File: src/rtl/tpu_fp_pkg.sv
// Shared bf16 field widths and operand structs for the TPU floating-point datapath.
package tpu_fp_pkg;

  localparam int unsigned BF16_EXP_W  = 8;
  localparam int unsigned BF16_FRAC_W = 7;
  localparam int unsigned BF16_BIAS   = 127;
  localparam logic [BF16_EXP_W-1:0] BF16_EXP_MAX = 8'hFF;

  typedef struct packed {
    logic                   sign;
    logic [BF16_EXP_W-1:0]  exp;
    logic [BF16_FRAC_W-1:0] frac;
  } bf16_t;

  // exp is one bit wider than bf16 so it lines up with the normalizer's exp_in.
  typedef struct packed {
    logic       sign;
    logic [8:0] exp;
    logic [7:0] mant;
    logic       zero;
    logic       inf;
    logic       nan;
  } fp_unpacked_t;

endpackage

File: src/rtl/bf16_lane_decode.sv
// Combinational decode of one bf16 value into sign / 9-bit exponent / 1.7 mantissa / class flags.
// Define BF16_UNPACK_DENORM_EN to keep subnormals exact instead of flushing them to zero.
module bf16_lane_decode
  import tpu_fp_pkg::*;
(
  input  bf16_t        operand,
  output fp_unpacked_t unpacked
);

  always_comb begin
    unpacked      = '0;
    unpacked.sign = operand.sign;
    if (operand.exp == '0) begin
`ifdef BF16_UNPACK_DENORM_EN
      // Subnormal: 0.f * 2^(1-bias), so the hidden bit is 0 and the exponent is 1.
      if (operand.frac != '0) begin
        unpacked.exp  = 9'd1;
        unpacked.mant = {1'b0, operand.frac};
      end else begin
        unpacked.zero = 1'b1;
      end
`else
      unpacked.zero = 1'b1;
`endif
    end else begin
      unpacked.exp  = {1'b0, operand.exp};
      unpacked.mant = {1'b1, operand.frac};
      if (operand.exp == BF16_EXP_MAX) begin
        unpacked.inf = (operand.frac == '0);
        unpacked.nan = (operand.frac != '0);
      end
    end
  end

endmodule

File: src/rtl/bf16_unpacker.sv
// Buffers one word of LANES packed bf16 values and hands out one decoded operand per cycle.
// Subnormal handling follows BF16_UNPACK_DENORM_EN (see bf16_lane_decode).
module bf16_unpacker
  import tpu_fp_pkg::*;
#(
  parameter int unsigned LANES = 2,
  parameter int unsigned CNT_W = 16
) (
  input  logic                  clk,
  input  logic                  rst,
  input  logic                  flush,
  input  logic                  in_valid,
  output logic                  in_ready,
  input  logic [16*LANES-1:0]   in_data,
  output logic                  out_valid,
  input  logic                  out_ready,
  output logic                  out_sign,
  output logic [8:0]            out_exp,
  output logic [7:0]            out_mant,
  output logic                  out_zero,
  output logic                  out_inf,
  output logic                  out_nan,
  output logic                  out_last,
  output logic [CNT_W-1:0]      elem_count
);

  localparam int unsigned IDX_W = (LANES > 1) ? $clog2(LANES) : 1;
  localparam logic [IDX_W-1:0] LAST_IDX = IDX_W'(LANES - 1);

  logic [16*LANES-1:0] buf_q, buf_d;
  logic                buf_valid_q, buf_valid_d;
  logic [IDX_W-1:0]    lane_idx_q, lane_idx_d;
  logic [CNT_W-1:0]    cnt_q, cnt_d;

  logic         is_last;
  logic         accept;
  logic         handoff;
  bf16_t        cur_lane;
  fp_unpacked_t dec;

  assign is_last  = (lane_idx_q == LAST_IDX);
  assign in_ready = !flush && (!buf_valid_q || (out_ready && is_last));
  assign accept   = in_valid && in_ready;
  assign handoff  = buf_valid_q && out_ready;

  always_comb begin
    cur_lane = '0;
    for (int unsigned i = 0; i < LANES; i++) begin
      if (lane_idx_q == IDX_W'(i)) begin
        cur_lane = buf_q[16*i +: 16];
      end
    end
  end

  bf16_lane_decode u_decode (
    .operand  (cur_lane),
    .unpacked (dec)
  );

  always_comb begin
    buf_d       = buf_q;
    buf_valid_d = buf_valid_q;
    lane_idx_d  = lane_idx_q;
    cnt_d       = cnt_q;
    if (flush) begin
      // A flush also swallows any handshake offered in the same cycle.
      buf_valid_d = 1'b0;
      lane_idx_d  = '0;
    end else begin
      if (handoff) begin
        cnt_d = cnt_q + 1'b1;
        if (is_last) begin
          buf_valid_d = 1'b0;
          lane_idx_d  = '0;
        end else begin
          lane_idx_d = lane_idx_q + 1'b1;
        end
      end
      if (accept) begin
        buf_d       = in_data;
        buf_valid_d = 1'b1;
        lane_idx_d  = '0;
      end
    end
  end

  always_ff @(posedge clk) begin
    if (rst) begin
      buf_q       <= '0;
      buf_valid_q <= 1'b0;
      lane_idx_q  <= '0;
      cnt_q       <= '0;
    end else begin
      buf_q       <= buf_d;
      buf_valid_q <= buf_valid_d;
      lane_idx_q  <= lane_idx_d;
      cnt_q       <= cnt_d;
    end
  end

  always_comb begin
    out_valid = buf_valid_q;
    out_sign  = 1'b0;
    out_exp   = '0;
    out_mant  = '0;
    out_zero  = 1'b0;
    out_inf   = 1'b0;
    out_nan   = 1'b0;
    out_last  = 1'b0;
    if (buf_valid_q) begin
      out_sign = dec.sign;
      out_exp  = dec.exp;
      out_mant = dec.mant;
      out_zero = dec.zero;
      out_inf  = dec.inf;
      out_nan  = dec.nan;
      out_last = is_last;
    end
  end

  assign elem_count = cnt_q;

endmodule

File: config.mk
export PLATFORM = sky130hd
export DESIGN_NAME = bf16_unpacker
export DESIGN_NICKNAME = d
export VERILOG_FILES = /design/src/rtl/tpu_fp_pkg.sv /design/src/rtl/bf16_lane_decode.sv /design/src/rtl/bf16_unpacker.sv
export SDC_FILE = /design/constraint.sdc
export NUM_CORES = 1
export LEC_CHECK = 0
export CORE_UTILIZATION = 41
export DETAILED_ROUTE_END_ITERATION = 8
export GPL_ROUTABILITY_DRIVEN = 0
export PLACE_DENSITY_LB_ADDON = 0.08
export SKIP_CTS_REPAIR_TIMING = 1
export SLEW_MARGIN = 40
export SYNTH_ARGS = -nofsm -noshare
export SYNTH_HDL_FRONTEND = slang
export SYNTH_SLANG_ARGS = --single-unit
File: constraint.sdc
create_clock -name clk -period 1.5 [get_ports clk]
set_input_delay 0.15 -clock clk [delete_from_list [all_inputs] [get_ports clk]]
set_output_delay 0.15 -clock clk [all_outputs]
set_load 0.005 [all_outputs]
==> results.md <==
- Largest net degree at the start of global routing: 36
- DR iter-0 viols: 167
- Clk_lat worst skew: 0.31 ns
- Share of cells above drive strength 1: 31.3%
- Cell area after layout: 0.00399 mm²
- CP startpoint kind: register
- Final Power: 0.00270 W
- P_int: 0.00200 W
- Die area: 0.00604 mm²
- DRC: 0
- Worst hold path type: in2reg
- 1st-pass router iterations: 4
- Failing checks: negative setup slack
- Internal reg-to-reg setup slack: -0.08 ns
- Worst Skew: 0.00816 ns
- Area Overhead vs Synth: 69.8%
- Final net count: 478
- Via count: 2,599
- Die Wd: 77.7 µm
- Max IR drop VDD: 0.810 mV
- Sequential Power Share: 51.7%
- Clock power share: 30.7%
- Port bufs: 75
- Post-layout util: 72.5%
- Placement Cell Area: 0.00360 mm²
- Max-slew violation count: 0
- CP Class: reg2out
- Vias in the first global route: 2,269
- Synth Cell Area: 0.00235 mm²
- Number of synthesized flops with an enable pin: 0
- CTS sink cnt: 50
- # diodes: 0
- Filler Cell Count: 429
- Total track usage: 22.6%
- Psw: 0.000695 W
- Static Leak: 1.72 nW
- Worst EP arrival: 1.95 ns
- Synthesized area per cell: 7.70 µm²
- P per Cell Area: 676 mW/mm²
- Most frequent cell after synthesis: nand2_1
- DR vias/cell: 5.07
- Reg-to-Reg Start: out_valid
- Max Clk Rate: 477 MHz
- Die Ht: 77.7 µm
- Core ar.: 0.00551 mm²
- Sequential area share after synthesis: 42.6%
- Post-DP HPWL: 4.95 mm
- Final wirelength: 7.44 mm
- CTS tree: yes
- Max cap viols: 0
- Mapped Cells: 305
- Switching Fraction: 25.7%
- Final setup TNS: -7.33 ns
- Area share of the largest cell type after synthesis: 42.6%
- Final hold violation count: 0
- Outcome: finished, violations left
- Required @ worst endpoint: 1.35 ns
- CTS max path bufs: 2
- Period minus WS final: 2.10 ns
- Reg2Reg Depth: 5
- Final ANT Viol Nets: 0
- Post-DR wirelength/cell: 14.5 µm
- Reg2reg end: elem_count[14]
- Final period utilization: 140%
- Cell taking the most area after synthesis: dfxtp_1
- Crit Path Max Fanout: 7
- Synth cell types: 39
- Initial Utilization: 42.7%
- Setup Viol. Count Final: 22
- Synth Flop Type: dfxtp_1
- Worst Setup Slack, final: -0.598 ns
- CTS buffer count: 5
- GRT overflow: 0
- Combinational fraction of design power: 17.6%
- Initial antenna violation count: 0
- YS warnings: 0
- Ranking of synthesized cells by area: dfxtp_1 43%, nand2_1 12%, a21oi_1 8.9%, mux2i_1 6.0%, nor2_1 4.6%
- Hold depth: 2
- CTS H-Tree Depth: 2
- Synth cell count leaders: 74 x nand2_1, 50 x dfxtp_1, 42 x a21oi_1, 29 x nor2_1, 15 x clkbuf_1
- CTS Root Cell: clkbuf_8
- Rows: 27
- Worst Setup End Kind: output port
- Hold wc startpoint: rst
- Post-synthesis net count: 343
- WHS Endpoint: elem_count[10]
- Setup repair after global routing missed its margin: yes
- First-pass GRT wire length: 10.9 mm
- Clock-pin slew on the worst setup and hold paths: 0.09 ns
- # IOs: 77
- Asr flop ratio synth: 0%
- Synth Register Bits: 50
power by group through the flow:
stage / logic [W] / clock network (W) / registers [W]
floorplan: 0.000156 / 0 / 0.00143
global placement: 0.000391 / 0 / 0.00142
detailed placement: 0.000395 / 0 / 0.00143
CTS: 0.000398 / 0.000843 / 0.00140
global route: 0.000509 / 0.000902 / 0.00140
finish: 0.000475 / 0.000828 / 0.00139
cells by family (layout without fill, tap and decap cells):
logic type               after synthesis  after routing  share of synthesized area, %
AO/OA/AOI/OAI                         55             55                          12.7
AND/OR/NAND/NOR                      149            149                          30.0
XOR/XNOR                               9              9                          3.35
multiplexers                          15             15                          6.44
other                                  1              1                         0.160
flip-flops                            50             50                          42.6
buffers and inverters                 25            161                          4.21
adder cells (fa/ha/maj)                1              1                         0.532
sequential cells by signal, indices dropped and copies added (netlist names):
signal / count
buf_q: 32
elem_count: 16
is_last: 1
out_valid: 1
layout make-up:
cell class / count / area [µm²] / share of cell area (%)
Timing Repair Buffer: 147 / 1350 / 33.8
Sequential cell: 50 / 1020 / 25.6
Tap cell: 72 / 90.1 / 2.26
Multi-Input combinational cell: 230 / 1410 / 35.4
Clock inverter: 2 / 12.5 / 0.314
Inverter: 6 / 22.5 / 0.564
Clock buffer: 6 / 82.6 / 2.07
worst max path at each step:
stage	from	to	slack [ns]	cells past startpoint
3_3_place_gp	is_last	out_mant[1]	-0.45	6
3_5_place_dp	is_last	out_mant[6]	-0.53	6
4_1_cts	is_last	out_mant[6]	-0.88	6
6_report	is_last	out_nan	-0.60	8
2_1_floorplan	out_valid	elem_count[15]	0.007	4
5_1_grt	buf_q[11]	out_mant[0]	-0.70	7
cells in the final DEF, fill, tap and decap left out, drive strengths merged, types with 2 or more instances in the layout:
cell and count:
a21oi 42, and3 4, and4 2, nand2 74
nand4b 2, dlymetal6s2s 8, nor2 29, o21ai 6
nor4 6, buf 80, xnor2 6, nand3 8
or4 4, clkbuf 15, dfxtp 50, and2 2
nor2b 2, or3 5, nand4 5, nor3 3
inv 6, clkdlybuf4s50 50, xor2 3, mux2i 14
worst max-delay path, cell delays in order, from the launching register on:
cell	delay, ns
dfxtp_4	0.38
buf_4	0.14
buf_6	0.11
buf_8	0.12
mux2_2	0.22
nand2_2	0.07
a221o_1	0.35
nor2_1	0.14
clkbuf_2	0.12
through the flow:
step                      cells  hold WS, ns  setup slack (ns)
after detailed placement    492        0.451            -0.532
after global routing        513        0.233            -0.698
after CTS                   500        0.217            -0.884
after global placement      492        0.446            -0.452
after floorplan             305        0.222           0.00729
final                       513        0.225            -0.598
layer usage:
layer / share of wire [%] / global-route usage (%) / up-vias / wire [µm]
li1: - / - / 1307 / -
met5: 0 / 0 / - / 0
met3: 6.5 / 4.35 / 12 / 487
met4: 2.1 / 5.09 / 0 / 159
met1: 46 / 32.7 / 1188 / 3460
met2: 45 / 34.6 / 92 / 3340
No activity file was read; power rests on OpenSTA's default activity.
